[config.mk]
export PLATFORM = sky130hd
export DESIGN_NAME = simon_rev_keysched_flat
export DESIGN_NICKNAME = d
export VERILOG_FILES = /design/src/rtl/simon_rev_keysched_if.sv /design/src/rtl/simon_rev_keysched.sv /design/src/flat_wrapper.sv
export SDC_FILE = /design/constraint.sdc
export NUM_CORES = 2
export LEC_CHECK = 0
export ABC_AREA = 0
export CAP_MARGIN = 20
export CORE_ASPECT_RATIO = 0.8
export CORE_MARGIN = 2
export CORE_UTILIZATION = 43
export CTS_BUF_LIST = sky130_fd_sc_hd__clkbuf_4 sky130_fd_sc_hd__clkbuf_8
export DETAILED_ROUTE_END_ITERATION = 8
export PLACE_DENSITY = 0.69
export SYNTH_ARGS = -nofsm -noshare
export SYNTH_HDL_FRONTEND = slang
export SYNTH_SLANG_ARGS = --single-unit
[constraint.sdc]
create_clock -name clk -period 13.11 [get_ports clk]
set_input_delay 2.622 -clock clk [delete_from_list [all_inputs] [get_ports clk]]
set_output_delay 2.622 -clock clk [all_outputs]
set_load 0.03 [all_outputs]
[src/rtl/simon_rev_keysched_if.sv]
// Handshake bundle between the Simon key-schedule engine and its round-key consumer.
// The master side starts an expansion and accepts round keys; the slave side is the engine.
interface simon_rev_keysched_if #(
  parameter int N = 48,
  parameter int M = 2
);
  logic           start;
  logic [N*M-1:0] key;
  logic           rkey_ready;
  logic [N-1:0]   rkey;
  logic           rkey_valid;
  logic [6:0]     round_idx;
  logic           busy;
  logic           done;

  modport master (
    output start, key, rkey_ready,
    input  rkey, rkey_valid, round_idx, busy, done
  );

  modport slave (
    input  start, key, rkey_ready,
    output rkey, rkey_valid, round_idx, busy, done
  );
endinterface

[src/rtl/simon_rev_keysched.sv]
// Simon key expansion into a local register file, then streamed out last key first.
// Define SIMON_KS_FWD_ORDER_EN to add a dir input selecting ascending output order.
module simon_rev_keysched #(
  parameter int N = 48,
  parameter int M = 2,
  parameter int T = 52
) (
  input  logic clk,
  input  logic rst,
`ifdef SIMON_KS_FWD_ORDER_EN
  input  logic dir,
`endif
  simon_rev_keysched_if.slave bus
);

  localparam int          AW   = (T > 1) ? $clog2(T) : 1;
  localparam logic [6:0]  LAST = 7'(T - 1);
  localparam logic [61:0] Z2   = 62'b10101111011100000011010010011000101000010001111110010110110011;

  typedef enum logic [1:0] {IDLE, EXPAND, OUT} state_t;

  state_t       st;
  logic [6:0]   cnt;
  logic [5:0]   zi;
  logic [N-1:0] rkey_q;
  logic [6:0]   idx_q;
  logic         vld_q;
  logic         busy_q;
  logic         done_q;
  logic         fwd;

  logic [N-1:0] karr [T];

  logic [AW-1:0] a_cur, a_m1, a_m2, a_rd;
  logic [6:0]    next_idx, end_idx;
  logic [N-1:0]  knext, t3, rd_key;

  function automatic logic [N-1:0] ror(input logic [N-1:0] x, input int r);
    return (x >> r) | (x << (N - r));
  endfunction

  // z2 is written leftmost-first, so sequence bit i sits at vector bit 61-i.
  function automatic logic z_bit(input logic [5:0] i);
    return Z2[6'd61 - i];
  endfunction

`ifdef SIMON_KS_FWD_ORDER_EN
  logic dir_q;
  assign fwd = dir_q;
`else
  assign fwd = 1'b0;
`endif

  assign a_cur    = cnt[AW-1:0];
  assign a_m1     = a_cur - AW'(1);
  assign a_m2     = a_cur - AW'(2);
  assign next_idx = fwd ? (idx_q + 7'd1) : (idx_q - 7'd1);
  assign end_idx  = fwd ? LAST : 7'd0;
  assign a_rd     = next_idx[AW-1:0];

  always_comb begin
    t3     = ror(karr[a_m1], 3);
    knext  = ~karr[a_m2] ^ t3 ^ ror(t3, 1) ^ {{(N-2){1'b0}}, 2'b11}
             ^ {{(N-1){1'b0}}, z_bit(zi)};
    rd_key = karr[a_rd];
  end

  // Key storage: loaded on an accepted start, extended one word per EXPAND cycle.
  always_ff @(posedge clk) begin
    if (st == IDLE && bus.start && !done_q) begin
      for (int i = 0; i < M; i++) begin
        karr[i] <= bus.key[i*N +: N];
      end
    end else if (st == EXPAND) begin
      karr[a_cur] <= knext;
    end
  end

  always_ff @(posedge clk or posedge rst) begin
    if (rst) begin
      st     <= IDLE;
      cnt    <= '0;
      zi     <= '0;
      rkey_q <= '0;
      idx_q  <= '0;
      vld_q  <= 1'b0;
      busy_q <= 1'b0;
      done_q <= 1'b0;
`ifdef SIMON_KS_FWD_ORDER_EN
      dir_q  <= 1'b0;
`endif
    end else begin
      done_q <= 1'b0;
      case (st)
        IDLE: begin
          // A start coinciding with the done pulse belongs to the finished run.
          if (bus.start && !done_q) begin
            cnt    <= 7'(M);
            zi     <= '0;
            busy_q <= 1'b1;
            st     <= EXPAND;
`ifdef SIMON_KS_FWD_ORDER_EN
            dir_q  <= dir;
`endif
          end
        end
        EXPAND: begin
          cnt <= cnt + 7'd1;
          zi  <= (zi == 6'd61) ? 6'd0 : zi + 6'd1;
          if (cnt == LAST) begin
            st    <= OUT;
            vld_q <= 1'b1;
            if (fwd) begin
              rkey_q <= karr[0];
              idx_q  <= 7'd0;
            end else begin
              // Slot T-1 is being written this cycle, so forward the fresh word.
              rkey_q <= knext;
              idx_q  <= LAST;
            end
          end
        end
        OUT: begin
          if (bus.rkey_ready) begin
            if (idx_q == end_idx) begin
              st     <= IDLE;
              vld_q  <= 1'b0;
              rkey_q <= '0;
              idx_q  <= '0;
              busy_q <= 1'b0;
              done_q <= 1'b1;
            end else begin
              rkey_q <= rd_key;
              idx_q  <= next_idx;
            end
          end
        end
        default: begin
          st     <= IDLE;
          vld_q  <= 1'b0;
          rkey_q <= '0;
          idx_q  <= '0;
          busy_q <= 1'b0;
        end
      endcase
    end
  end

  assign bus.rkey       = rkey_q;
  assign bus.rkey_valid = vld_q;
  assign bus.round_idx  = idx_q;
  assign bus.busy       = busy_q;
  assign bus.done       = done_q;

endmodule
[src/flat_wrapper.sv]
// flat-port wrapper written by rule: the top's interface ports become plain ports
module simon_rev_keysched_flat 
#(
  parameter int N = 48,
  parameter int M = 2,
  parameter int T = 52
)
  (clk, rst, bus_start, bus_key, bus_rkey_ready, bus_rkey, bus_rkey_valid, bus_round_idx, bus_busy, bus_done);
  simon_rev_keysched_if #(.N(N), .M(M)) bus_i ();
  input  logic clk;
  input  logic rst;
  input wire logic [$bits(bus_i.start)-1:0] bus_start;
  input wire logic [$bits(bus_i.key)-1:0] bus_key;
  input wire logic [$bits(bus_i.rkey_ready)-1:0] bus_rkey_ready;
  output wire logic [$bits(bus_i.rkey)-1:0] bus_rkey;
  output wire logic [$bits(bus_i.rkey_valid)-1:0] bus_rkey_valid;
  output wire logic [$bits(bus_i.round_idx)-1:0] bus_round_idx;
  output wire logic [$bits(bus_i.busy)-1:0] bus_busy;
  output wire logic [$bits(bus_i.done)-1:0] bus_done;
  assign bus_i.start = bus_start;
  assign bus_i.key = bus_key;
  assign bus_i.rkey_ready = bus_rkey_ready;
  assign bus_rkey = bus_i.rkey;
  assign bus_rkey_valid = bus_i.rkey_valid;
  assign bus_round_idx = bus_i.round_idx;
  assign bus_busy = bus_i.busy;
  assign bus_done = bus_i.done;
  simon_rev_keysched #(.N(N), .M(M), .T(T)) u_core (.clk(clk), .rst(rst), .bus(bus_i));
endmodule
# [Word level (Yosys, flattened, before mapping)]
# Memories as Yosys holds them, arrays and structs flattened.
# Index checks and enable logic that the tools add are counted.
[op_classes] add_sub_neg=6 order_cmp=1 n_eq_ne=8 n_mux=36 bitwise=9 n_reduce_logical=13
[ops] op="$mux W48" count=4
[ops] op="$pmux W48 S3" count=1
[ops] op="$xor A48 B48 Y48" count=2
[ops] op="$not A48 Y48" count=1
[ops] op="$or A45 B48 Y48" count=1
[ops] op="$or A47 B48 Y48" count=1
[ops] op="$reduce_or A48 Y1" count=1
[ops] op="$xor A48 B1 Y48" count=1
[ops] op="$mux W7" count=4
[ops] op="$pmux W7 S3" count=1
[ops] op="$mux W6" count=3
[ops] op="$mux W1" count=14
[ops] op="$pmux W7 S2" count=1
[ops] op="$pmux W6 S2" count=1
[ops] op="$reduce_and A4 Y1" count=3
[ops] op="$mux W2" count=4
[ops] op="$add A7 B1 Y7 const B" count=1
[ops] op="$eq A7 B6 Y1 const B" count=1
[ops] op="$logic_not A7 Y1" count=1
[ops] op="$lt A6 B7 Y1 const B" count=1
[ops] op="$sub A7 B1 Y7 const B" count=1
[ops] op="$add A6 B1 Y6 const B" count=1
[ops] op="$eq A6 B6 Y1 const B" count=1
[ops] op="$ne A2 B2 Y1 const B" count=3
[ops] op="other kinds (16)" count=20
[totals] ff_bits=73 mem_bits_rw=2496 mem_bits_ro=64 output_inout_bits=58 elab_cells=83 mem_count=2
[memory_table] memory="u_core.karr" depth=52 word_bits=48 rd=3 rd_clocked_by_memory_dff=0 wr=2 line="simon_rev_keysched.sv:32" text="logic [N-1:0] karr [T];"
[memory_table] memory="(no name shown)" depth=64 word_bits=1 rd=1 rd_clocked_by_memory_dff=0 wr=0 line="simon_rev_keysched.sv:44" text="return Z2[6'd61 - i];"

# [Logic depth before layout (Yosys ltp)]
# An unclocked memory read counts as a cell.
[logic_depth] word_depth=9 ltp_mapped=22 ltp_nobuf=11

# [Least setup slack after synthesis]
# Ideal clock, no wire load.
[synth_timing] path_kind="flip-flop to flip-flop" start="register u_core.cnt[0]" end="memory u_core.karr[0][24], data pin" arrival_time_ns=6.228 required_ns=12.966 setup_slack_ns=6.738 stages_incl_launch_ff=19 period_less_slack_ns=6.372 path_cell_list="dfrtp_1 > buf_4 > buf_6 > buf_6 > buf_6 > buf_6 > buf_6 > buf_6 > inv_1 > ha_1 > buf_2 > buf_2 > buf_2 > clkbuf_1 > mux4_2 > mux4_2 > mux4_2 > xnor2_1 > mux2_2"
[synth_rtl] item="start, declared" line="simon_rev_keysched.sv:23" text="logic [6:0] cnt;"
[synth_rtl] item="start signal, assigned" line="simon_rev_keysched.sv:98" text="cnt <= 7'(M);"
[synth_rtl] item="start signal, assigned" line="simon_rev_keysched.sv:108" text="cnt <= cnt + 7'd1;"
[synth_rtl] item="end, declared" line="simon_rev_keysched.sv:32"

==> qor.yml <==
logic_synthesis:
  syn-num-nets: 7664
  syn_inst: 7546
  synth_edf_count: 2496
  synth_area_um2: 141000
  syn_avg_cell_area_um2: 18.6
  yosys_warnings: 0
  synth_seq_area_share_pct: 54.6
  synth_ff_type: "edfxtp_1"
  ys_types: 61
  ys_ff_latch: 2569
  async_reset_ff_share_pct: 2.84
floorplan:
  die_area_um2: 332000
  start_util_pct: 43.3
  rows: 187
  die_y_um: 516
  coreArea_um2: 325000
  io_pins: 158
  fp.dieW_um: 643
sta:
  worstMarginPinSlew_ps: 1330
  post-route-period-util_pct: 62.0
  fmax_mhz: 123
  maxSlewViolCount: 0
  skew_ps: 82.4
  post-route-min-period_ps: 8130
  rsz0062_at_grt: "no"
  hold_viol_final: 0
  fin_ws_ps: 4980
  tns_ps: 0
  setup_viol: 0
  max-slew-margin-rel_pct: 11.6
clock_network:
  htreeDepth: 5
  hold_buffers: 0
  cts_made_buffers: 396
  cts.path.max_buffers: 4
  cts_tree: "built"
  clock_latency_ps: 1110
  path_clk_slew_ps: 70
  clock-sinks: 2569
  post_cts_resized: 0
  cts-root-buf: "clkbuf_8"
  cts_setup_buffers: 0
grt:
  grt_pass1_wl_um: 727000
  grt_pass1_vias: 89900
  use_met1_pct: 39.9
  grt_max_degree: 133
  grtUsageMet3_pct: 14.3
  gr-max-usage-layer: "met2"
  antenna_found_initial: 28
  met2_usage_pct: 44.4
  gr-total-overflow: 0
  grtUsageTotal_pct: 31.5
final_layout:
  final_nets: 7794
  final_common_cell: "edfxtp_1"
  area_growth_pct: 11.2
  mostFrequentLayoutCells: "edfxtp_1 (2496), mux4_2 (2110), nand2_1 (682), clkbuf_8 (434), a211oi_1 (251)"
  layout-drive-gt1-share_pct: 40.6
  fillCellCount: 26300
status:
  status: "finished clean"
critical_path:
  worstSetupPathType: "reg2reg"
  endpoint: "u_core.karr[1][26]"
  crit_top_cell: "buf_4"
  end_kind: "flip-flop"
  critical_path.max_fanout: 101
  r2r_start: "u_core.cnt[1]"
  r2r_slack_ps: 4980
  cpPeakStageDelay_ps: 700
  worstSetupStartpointType: "flip-flop"
  worstPathRequired_ps: 14050
  r2r_end: "u_core.karr[1][26]"
  startpoint: "u_core.cnt[1]"
  reg2reg_depth: 17
  worstPathCellList: "inv_6 > buf_4 > ha_4 > buf_12 > buf_12 > buf_4 > mux4_2 > nand2_1 > and3_1 > a311oi_1 > a211oi_1 > a21oi_1 > xor2_1 > buf_6 > xnor2_2 > buf_4 > mux2_2"
  arrival_ps: 9070
  cp_slowest_cell: "xnor2_2"
detailed_routing:
  route.detailed.drc: 0
  vias: 93400
  dr.pass1.iters: 6
  drtAntennaViolNets: 0
  routed_wl_um: 531000
  initialDrtViolationCount: 17700
  via_per_inst: 7.55
  wire_per_inst_um: 42.9
pwr:
  power_leakage_nw: 46.7
  pwr_density_cell_nw_per_um2: 108
  vdd_drop_max_uv: 98.5
place:
  hpwl_um: 294000
  port_buffers: 157
  gp_congestion: 0.894
  dp_worst_setup_slack_ps: 5080
flow_run:
  drv_cap: 0
min_path:
  min_path_type: "reg2reg"
-- Yosys cell counts (66+ instances only) --
cell      instances  area share, %
buf_2           163           0.58
edfxtp_1       2496             53
buf_4            66           0.35
a21oi_1         160           0.57
dfrtp_1          73            1.3
and2_1          146           0.65
a311oi_1        175            1.1
nor2_1          118           0.31
mux4_2         2110             34
xnor2_1          70           0.44
clkbuf_1        347           0.93
and3_1           72           0.32
nand2_1         683            1.8
buf_1           108           0.29
a211oi_1        251            1.3
-- layout make-up --
| type | count | area [µm²] | area share [%] |
|---|---|---|---|
| Sequential cell | 2569 | 76800 | 49.1 |
| Tap cell | 4347 | 5440 | 3.48 |
| Clock inverter | 158 | 1320 | 0.843 |
| Inverter | 35 | 144 | 0.0920 |
| Clock buffer | 560 | 6920 | 4.42 |
| Multi-Input combinational cell | 4219 | 61200 | 39.1 |
| Antenna cell | 23 | 57.6 | 0.0368 |
| Timing Repair Buffer | 455 | 4530 | 2.90 |
-- per-stage QoR --
step                std cells  power (mW)  hold WS [ps]  cell area, µm²  utilization (%)
finish                  12400        16.9           506          156000             48.1
global route            12300        17.3           530          156000             48.1
detailed placement      11600        9.90           495          148000             45.5
CTS                     12300        16.9           506          156000             48.0
global placement        11600        9.89           493          148000             45.4
floorplan                7546        9.61           491          141000                -
-- per-layer routing --
metal  routed length (µm)  up-vias
li1                     -    33300
met1               171000    48500
met2               226000     9772
met3                95700     1848
met4                38000       16
met5                  153        -
-- report_power, final --
group	switching, mW	internal [mW]
Combinational	0.479	0.363
Clock	3.36	3.84
Sequential	0.0187	8.88
Total	3.86	13.1
-- registers in the layout (all words and copies together) (netlist names) --
signal / cells
u_core.bus.rkey_valid: 1
u_core.bus.rkey: 48
u_core.karr: 2496
u_core.cnt: 7
u_core.st: 2
u_core.bus.busy: 1
u_core.bus.done: 1
u_core.zi: 6
u_core.bus.round_idx: 7
-- how the worst min path moves through the flow --
stage                                  startpoint                       to  slack (ps)  cells after the start
after floorplan                      u_core.st[1]             u_core.st[1]         490                      2
after global placement    u_core.bus.round_idx[6]  u_core.bus.round_idx[6]         490                      1
after global routing      u_core.bus.round_idx[6]  u_core.bus.round_idx[6]         530                      1
after CTS                 u_core.bus.round_idx[6]  u_core.bus.round_idx[6]         510                      1
after detailed placement  u_core.bus.round_idx[6]  u_core.bus.round_idx[6]         490                      1
final                     u_core.bus.round_idx[6]  u_core.bus.round_idx[6]         510                      1
-- worst max-delay path, delay by kind of cell (launching register included) --
family | cells | cell delay, ps
AOI/OAI and AO/OA | 3 | 740
xor gates and xnor gates | 2 | 950
adders and majority gates | 1 | 540
buffers and inverters | 7 | 3730
DFF | 1 | 620
muxes | 2 | 630
and+or+nand+nor | 2 | 240
-- cells by family (layout without fill, tap and decap cells) --
logic type / after synthesis / in the layout / share of synthesized area (%)
AO/OA/AOI/OAI: 784 / 784 / 3.98
XOR/XNOR: 125 / 125 / 0.805
adder cells (fa/ha/maj): 18 / 18 / 0.160
buffers and inverters: 758 / 1208 / 2.55
flip-flops: 2569 / 2569 / 54.6
multiplexers: 2206 / 2206 / 34.5
other: 0 / 23 / 0
AND/OR/NAND/NOR: 1086 / 1086 / 3.38
No activity file was read; power rests on OpenSTA's default activity.
